==> src/rtl/bus_arbiter_if.sv <==
// bus_arbiter_if: memory bus between the arbiter (master) and the shared slave.
interface bus_arbiter_if #(
  parameter int AW = 32,
  parameter int DW = 32
);
  logic          bus_req_o;
  logic          bus_we_o;
  logic [3:0]    bus_sel_o;
  logic [AW-1:0] bus_addr_o;
  logic [DW-1:0] bus_wdata_o;
  logic [DW-1:0] bus_rdata_i;
  logic          bus_ack_i;
  modport master (
    output bus_req_o, bus_we_o, bus_sel_o, bus_addr_o, bus_wdata_o,
    input  bus_rdata_i, bus_ack_i
  );
  modport slave (
    input  bus_req_o, bus_we_o, bus_sel_o, bus_addr_o, bus_wdata_o,
    output bus_rdata_i, bus_ack_i
  );
endinterface

==> src/rtl/bus_arbiter.sv <==
// bus_arbiter: shares one memory bus between fetch (IF) and load/store (MEM)
// with MEM-burst fairness, wrong-path fetch draining and a transaction timeout.
module bus_arbiter #(
  parameter int AW            = 32,
  parameter int DW            = 32,
  parameter int TIMEOUT       = 255,
  parameter int MEM_BURST_MAX = 4
) (
  input  logic          clk,
  input  logic          rst,
  input  logic          if_req_i,
  input  logic [AW-1:0] if_addr_i,
  output logic [DW-1:0] if_rdata_o,
  output logic          if_ack_o,
  input  logic          mem_req_i,
  input  logic          mem_we_i,
  input  logic [3:0]    mem_sel_i,
  input  logic [AW-1:0] mem_addr_i,
  input  logic [DW-1:0] mem_wdata_i,
  output logic [DW-1:0] mem_rdata_o,
  output logic          mem_ack_o,
  input  logic          branch_flag_i,
  bus_arbiter_if.master bus,
  output logic          stallreq_from_if,
  output logic          stallreq_from_mem,
  output logic          bus_err_o
);
  localparam int TW = $clog2(TIMEOUT + 1);
  localparam int BW = $clog2(MEM_BURST_MAX + 1);
  typedef enum logic [1:0] {IDLE, GNT_IF, GNT_MEM, DRAIN} state_t;
  state_t        st, nxt;
  logic [TW-1:0] tcnt;
  logic [BW-1:0] bcnt;
  logic [AW-1:0] addr_q;
  logic [DW-1:0] wdata_q;
  logic [3:0]    sel_q;
  logic          we_q;
  logic          busy, ack, to, done, take_mem, take_if;
  assign busy     = st != IDLE;
  assign ack      = bus.bus_ack_i;
  assign to       = busy & ~ack & (tcnt == TW'(TIMEOUT - 1));
  assign done     = ack | to;
  assign take_mem = (st == IDLE) & mem_req_i & ((bcnt < BW'(MEM_BURST_MAX)) | ~if_req_i);
  assign take_if  = (st == IDLE) & ~take_mem & if_req_i & ~branch_flag_i;
  always_comb begin
    nxt = st;
    case (st)
      IDLE:    nxt = take_mem ? GNT_MEM : take_if ? GNT_IF : IDLE;
      GNT_MEM: nxt = done ? IDLE : GNT_MEM;
      GNT_IF:  nxt = done ? IDLE : branch_flag_i ? DRAIN : GNT_IF;
      default: nxt = done ? IDLE : DRAIN;
    endcase
  end
  // A branch in GNT_IF cancels the fetch; DRAIN never acks anyone.
  assign if_ack_o          = (st == GNT_IF) & done & ~branch_flag_i;
  assign mem_ack_o         = (st == GNT_MEM) & done;
  assign if_rdata_o        = ((st == GNT_IF) & ack) ? bus.bus_rdata_i : '0;
  assign mem_rdata_o       = ((st == GNT_MEM) & ack) ? bus.bus_rdata_i : '0;
  assign bus_err_o         = to;
  assign stallreq_from_if  = rst & if_req_i & ~if_ack_o & ~branch_flag_i;
  assign stallreq_from_mem = rst & mem_req_i & ~mem_ack_o;
  assign bus.bus_req_o     = busy;
  assign bus.bus_we_o      = we_q;
  assign bus.bus_sel_o     = sel_q;
  assign bus.bus_addr_o    = addr_q;
  assign bus.bus_wdata_o   = wdata_q;
  always_ff @(posedge clk or negedge rst) begin
    if (!rst) begin
      st      <= IDLE;
      tcnt    <= '0;
      bcnt    <= '0;
      addr_q  <= '0;
      wdata_q <= '0;
      sel_q   <= '0;
      we_q    <= 1'b0;
    end else begin
      st   <= nxt;
      tcnt <= busy ? tcnt + TW'(1) : '0;
      if (take_mem) begin
        addr_q  <= mem_addr_i;
        wdata_q <= mem_wdata_i;
        sel_q   <= mem_sel_i;
        we_q    <= mem_we_i;
        bcnt    <= !if_req_i ? '0 : (bcnt == BW'(MEM_BURST_MAX)) ? bcnt : bcnt + BW'(1);
      end
      if (take_if) begin
        addr_q  <= if_addr_i;
        wdata_q <= '0;
        sel_q   <= 4'hF;
        we_q    <= 1'b0;
        bcnt    <= '0;
      end
    end
  end
endmodule
==> src/flat_wrapper.sv <==
// flat-port wrapper written by rule: the top's interface ports become plain ports
module bus_arbiter_flat 
#(
  parameter int AW            = 32,
  parameter int DW            = 32,
  parameter int TIMEOUT       = 255,
  parameter int MEM_BURST_MAX = 4
)
  (clk, rst, if_req_i, if_addr_i, if_rdata_o, if_ack_o, mem_req_i, mem_we_i, mem_sel_i, mem_addr_i, mem_wdata_i, mem_rdata_o, mem_ack_o, branch_flag_i, stallreq_from_if, stallreq_from_mem, bus_err_o, bus_bus_req_o, bus_bus_we_o, bus_bus_sel_o, bus_bus_addr_o, bus_bus_wdata_o, bus_bus_rdata_i, bus_bus_ack_i);
  bus_arbiter_if #(.AW(AW), .DW(DW)) bus_i ();
  input  logic clk;
  input  logic rst;
  input  logic if_req_i;
  input  logic [AW-1:0] if_addr_i;
  output logic [DW-1:0] if_rdata_o;
  output logic if_ack_o;
  input  logic mem_req_i;
  input  logic mem_we_i;
  input  logic [3:0] mem_sel_i;
  input  logic [AW-1:0] mem_addr_i;
  input  logic [DW-1:0] mem_wdata_i;
  output logic [DW-1:0] mem_rdata_o;
  output logic mem_ack_o;
  input  logic branch_flag_i;
  output logic stallreq_from_if;
  output logic stallreq_from_mem;
  output logic bus_err_o;
  output wire logic [$bits(bus_i.bus_req_o)-1:0] bus_bus_req_o;
  output wire logic [$bits(bus_i.bus_we_o)-1:0] bus_bus_we_o;
  output wire logic [$bits(bus_i.bus_sel_o)-1:0] bus_bus_sel_o;
  output wire logic [$bits(bus_i.bus_addr_o)-1:0] bus_bus_addr_o;
  output wire logic [$bits(bus_i.bus_wdata_o)-1:0] bus_bus_wdata_o;
  input wire logic [$bits(bus_i.bus_rdata_i)-1:0] bus_bus_rdata_i;
  input wire logic [$bits(bus_i.bus_ack_i)-1:0] bus_bus_ack_i;
  assign bus_bus_req_o = bus_i.bus_req_o;
  assign bus_bus_we_o = bus_i.bus_we_o;
  assign bus_bus_sel_o = bus_i.bus_sel_o;
  assign bus_bus_addr_o = bus_i.bus_addr_o;
  assign bus_bus_wdata_o = bus_i.bus_wdata_o;
  assign bus_i.bus_rdata_i = bus_bus_rdata_i;
  assign bus_i.bus_ack_i = bus_bus_ack_i;
  bus_arbiter #(.AW(AW), .DW(DW), .TIMEOUT(TIMEOUT), .MEM_BURST_MAX(MEM_BURST_MAX)) u_core (.clk(clk), .rst(rst), .if_req_i(if_req_i), .if_addr_i(if_addr_i), .if_rdata_o(if_rdata_o), .if_ack_o(if_ack_o), .mem_req_i(mem_req_i), .mem_we_i(mem_we_i), .mem_sel_i(mem_sel_i), .mem_addr_i(mem_addr_i), .mem_wdata_i(mem_wdata_i), .mem_rdata_o(mem_rdata_o), .mem_ack_o(mem_ack_o), .branch_flag_i(branch_flag_i), .bus(bus_i), .stallreq_from_if(stallreq_from_if), .stallreq_from_mem(stallreq_from_mem), .bus_err_o(bus_err_o));
endmodule
==> config.mk <==
export PLATFORM = sky130hd
export DESIGN_NAME = bus_arbiter_flat
export DESIGN_NICKNAME = d
export VERILOG_FILES = /design/src/rtl/bus_arbiter_if.sv /design/src/rtl/bus_arbiter.sv /design/src/flat_wrapper.sv
export SDC_FILE = /design/constraint.sdc
export NUM_CORES = 1
export LEC_CHECK = 0
export BUFFER_PORTS_ARGS = -buffer_cell sky130_fd_sc_hd__buf_2
export CELL_PAD_IN_SITES_DETAIL_PLACEMENT = 2
export CELL_PAD_IN_SITES_GLOBAL_PLACEMENT = 2
export CORE_MARGIN = 3
export CORE_UTILIZATION = 23
export CTS_BUF_LIST = sky130_fd_sc_hd__clkbuf_8 sky130_fd_sc_hd__clkbuf_16
export CTS_CLUSTER_SIZE = 10
export DETAILED_ROUTE_END_ITERATION = 8
export PLACE_DENSITY_LB_ADDON = 0.15
export SYNTH_ARGS = -nofsm -noshare
export SYNTH_HDL_FRONTEND = slang
export SYNTH_SLANG_ARGS = --single-unit
export TNS_END_PERCENT = 1
==> constraint.sdc <==
create_clock -name clk -period 2.25 [get_ports clk]
set_clock_uncertainty 0.1 [all_clocks]
set_input_delay 0.225 -clock clk [delete_from_list [all_inputs] [get_ports clk]]
set_output_delay 0.225 -clock clk [all_outputs]
set_load 0.02 [all_outputs]
==> summary.txt <==
STA
  – Post-route setup slack: about 0.14 ns
  – Hold violation count in the final report: 0
  – Worst-Margin Slew: 0.4698 ns
  – Final setup violating endpoints: 0
  – Fin crit share: a little over nine tenths
  – Slew headroom: between 60% and 70%
  – Min cycle time layout: 2.110 ns
  – Pins Over Slew Limit: 0
  – RSZ-0062 raised after global routing: no
  – Final setup TNS: 0 ns
  – F_max: approximately 0.47 GHz

Worst setup path
  – Worst endpoint required time: approximately 1.9 ns
  – Critical path, cell by cell: nor2_4, clkinv_2, buf_4, buf_2
  – CP arrival: 1.79 ns
  – Crit path buf inv count: 3
  – CP endpoint kind: primary output
  – CP Class: flop to primary output
  – Worst setup SP type: flop
  – Slowest stage cell, crit path: dfrtp_1
  – Max FO, Critical Path: 23
  – Max incr delay on CP: 0.47 ns
  – Crit path max-delay family: buffers and inverters

Logic synthesis
  – Syn Area/Cell: between 10 and 15 um^2
  – Synth unique cells: 42
  – Gate Count Post-Synth: ~350
  – Top cell type by total area after synthesis: dfrtp_1
  – Syn Nets: 497
  – Post-Syn Area: 4011 um^2
  – Ys Warns: 0
  – Top-area cell type share of the netlist area: 51.15%
  – Synth area leaders: dfrtp_1 51%, and2_1 10%, a32oi_1 7.0%, o2bb2ai_1 7.0%, a22o_1 5.9%
  – Post-synthesis sequential area ratio: between 50% and 60%
  – Yosys reg bits: 82

Clock network
  – CTS tree: built
  – H-tree depth: 3
  – TritonCTS buffer count: 9
  – Max clock buf depth: 2
  – CTS clk-pin slew, worst paths: ~0.060 ns
  – Worst skew pair latency: around 0.33 ns
  – Clock Tree Root: clkbuf_16
  – Clock Sinks: ~80

Pwr
  – Worst vdd ir: between 0.0003 and 0.0004 V
  – Leak: around 0.0032 uW
  – Cell Pwr Density: 1058 nW/um^2
  – Total power: 6405 uW

Global routing
  – Total gr overflow: 0
  – GRT Util Overall: between 15 and 20%
  – Global-route wire length before repair: about 26,000 um
  – Pin count of the biggest net entering global routing: 83
  – Vias in the first global route: around 4,500
  – Initial antenna violation count: 2

Place
  – Dpl ws: around 0.15 ns
  – PortBufs: between 200 and 300
  – Gp weighted congestion: around 0.87
  – Hpwl dp: roughly 12,000 um

Layout
  – Area growth, synth to finish: 50.87%
  – Share of layout cells above drive strength 1: between 50 and 60%
  – Final nets: approximately 770
  – # fillers: roughly 1,900

Drt
  – Via/cell ratio: ~4.7
  – Via Count: around 4,000
  – Wire length per cell: 18.85 um
  – TritonRoute pass-1 iters: 4
  – Post-route DRC: 0
  – Initial DRC count: 113
  – Final wirelength: roughly 16,000 um
  – Final antenna-violating net count: 0

Die
  – Core ar.: 16,820 um^2
  – Initial Utilization: 23.85%
  – Die X-Extent: 138.1 um
  – I/O pin total: 278
  – Die height: between 100 and 150 um
  – # rows: 47
  – Die area: around 19,000 um^2

Status
  – Status: completed

Worst hold path
  – Hold crit path type: primary input to flop

Run
  – Max cap viols: 0
[path summary, 6_finish.rpt]
kind / startpoint / to / slack (ns) / cells after the start
hold reg to reg: u_core.bus.bus_addr_o[13]$_DFFE_PN0P_ / u_core.bus.bus_addr_o[13]$_DFFE_PN0P_ / 0.39 / 1
setup / recovery: u_core.st[1]$_DFF_PN0_ / bus_bus_req_o / 0.14 / 4
min in group asynchronous: rst / u_core.bus.bus_wdata_o[6]$_DFFE_PN0P_ / 0.44 / 3
max in group asynchronous: rst / u_core.st[1]$_DFF_PN0_ / 1.21 / 3
hold / removal: mem_wdata_i[16] / u_core.bus.bus_wdata_o[16]$_DFFE_PN0P_ / 0.01 / 2
setup reg to reg: u_core.st[1]$_DFF_PN0_ / u_core.bus.bus_wdata_o[2]$_DFFE_PN0P_ / 0.41 / 5
[metal layers]
metal  up-vias  global-route usage, %  wire length [um]  part of all wire, %
met4         2                  3.380               104                 0.65
met3         9                  5.628              1208                  7.5
met5         -                      0                13                0.081
met2       189                  28.16              7889                   49
li1       1869                      -                 -                    -
met1      1950                  20.36              6804                   42
[Yosys cell counts]
| cell type | instances |
|---|---|
| ha_1 | 4 |
| nor2b_1 | 1 |
| o21ai_0 | 2 |
| o311a_1 | 2 |
| and2_1 | 65 |
| o21ai_1 | 1 |
| buf_2 | 13 |
| a21oi_1 | 2 |
| o2bb2ai_1 | 32 |
| nor2_4 | 1 |
| buf_6 | 2 |
| nand4_1 | 2 |
| nand3_1 | 4 |
| inv_2 | 1 |
| a21o_1 | 2 |
| o31a_1 | 6 |
| inv_1 | 10 |
| dfrtp_1 | 82 |
| and4_1 | 1 |
| buf_4 | 1 |
| a32oi_1 | 32 |
| nor4_1 | 1 |
| o21a_1 | 1 |
| xnor2_1 | 1 |
| nand2b_1 | 3 |
| mux2_2 | 6 |
| a32o_1 | 3 |
| buf_1 | 2 |
| a21boi_2 | 1 |
| and3_1 | 2 |
| o211a_1 | 1 |
| a31oi_1 | 5 |
| a22o_1 | 27 |
| clkbuf_1 | 15 |
| and4b_1 | 1 |
| nand2_1 | 4 |
| or3_1 | 1 |
| nor3_1 | 1 |
| and2b_1 | 1 |
| xor2_1 | 2 |
| nor2_1 | 5 |
| mux2i_1 | 5 |
[sequential cells by signal, indices dropped and copies added, names as in the netlist]
register                count
u_core.bus.bus_wdata_o     32
u_core.st                   2
u_core.tcnt                 8
u_core.bus.bus_addr_o      32
u_core.bus.bus_sel_o        4
u_core.bus.bus_we_o         1
u_core.bcnt                 3
[power breakdown]
group	total, uW	switching, uW	internal, uW
logic	2500	1560	943
registers	2290	317	1970
clock network	1610	610	1000
total	6400	2480	3920
[cell usage in the layout (no fill, tap or decap), types with 3 or more instances in the layout]
master / netlist / layout
mux2i_1: 5 / 5
nand2b_1: 3 / 3
buf_2: 13 / 274
inv_1: 10 / 10
ha_1: 4 / 4
nand3_1: 4 / 4
and2_1: 65 / 65
mux2_2: 6 / 6
nor2_1: 5 / 5
nand2_1: 4 / 4
a22o_1: 27 / 27
o2bb2ai_1: 32 / 32
clkbuf_16: 0 / 9
a31oi_1: 5 / 4
a32oi_1: 32 / 32
dfrtp_1: 82 / 81
buf_4: 1 / 13
buf_12: 0 / 3
a32o_1: 3 / 3
o31a_1: 6 / 6
[per-stage QoR]
stage / cells / hold WS [ns] / util, % / cell area [um^2]
5_1_grt: 850 / 0.001183 / 35.98 / 6052
4_1_cts: 848 / 0.0003412 / 35.74 / 6011
6_report: 850 / 0.01129 / 35.98 / 6052
3_3_place_gp: 831 / 0.2493 / 33.72 / 5670
2_1_floorplan: 354 / -0.1706 / - / 4011
3_5_place_dp: 831 / 0.2481 / 33.72 / 5670
[logic make-up after synthesis]
kind of cell / synth area share [%]
xor gates and xnor gates: 0.6551
and+or+nand+nor: 14.10
muxes: 2.932
DFF: 51.15
AOI/OAI and AO/OA: 24.92
adders and majority gates: 1.248
buffers and inverters: 4.991
[final cells by class]
class                           count  area [um^2]  area share, %
Multi-Input combinational cell    228         1800          29.75
Sequential cell                    82         2053          33.93
Clock buffer                       10        239.0          3.949
Clock inverter                      6        90.09          1.489
Antenna cell                        1        2.502        0.04135
Inverter                           11        42.54         0.7029
Tap cell                          220        275.3          4.548
Timing Repair Buffer              292         1549          25.59
[what timing repair did]
| action | in CTS | in global routing |
|---|---|---|
| gates resized for setup | 1 | 8 |
| buffers inserted | 0 | 0 |
| hold buffers | 1 | 1 |
| setup endpoints to repair | 32 | 29 |
| hold endpoints to repair | 82 | 1 |
No activity file was read; power rests on OpenSTA's default activity.
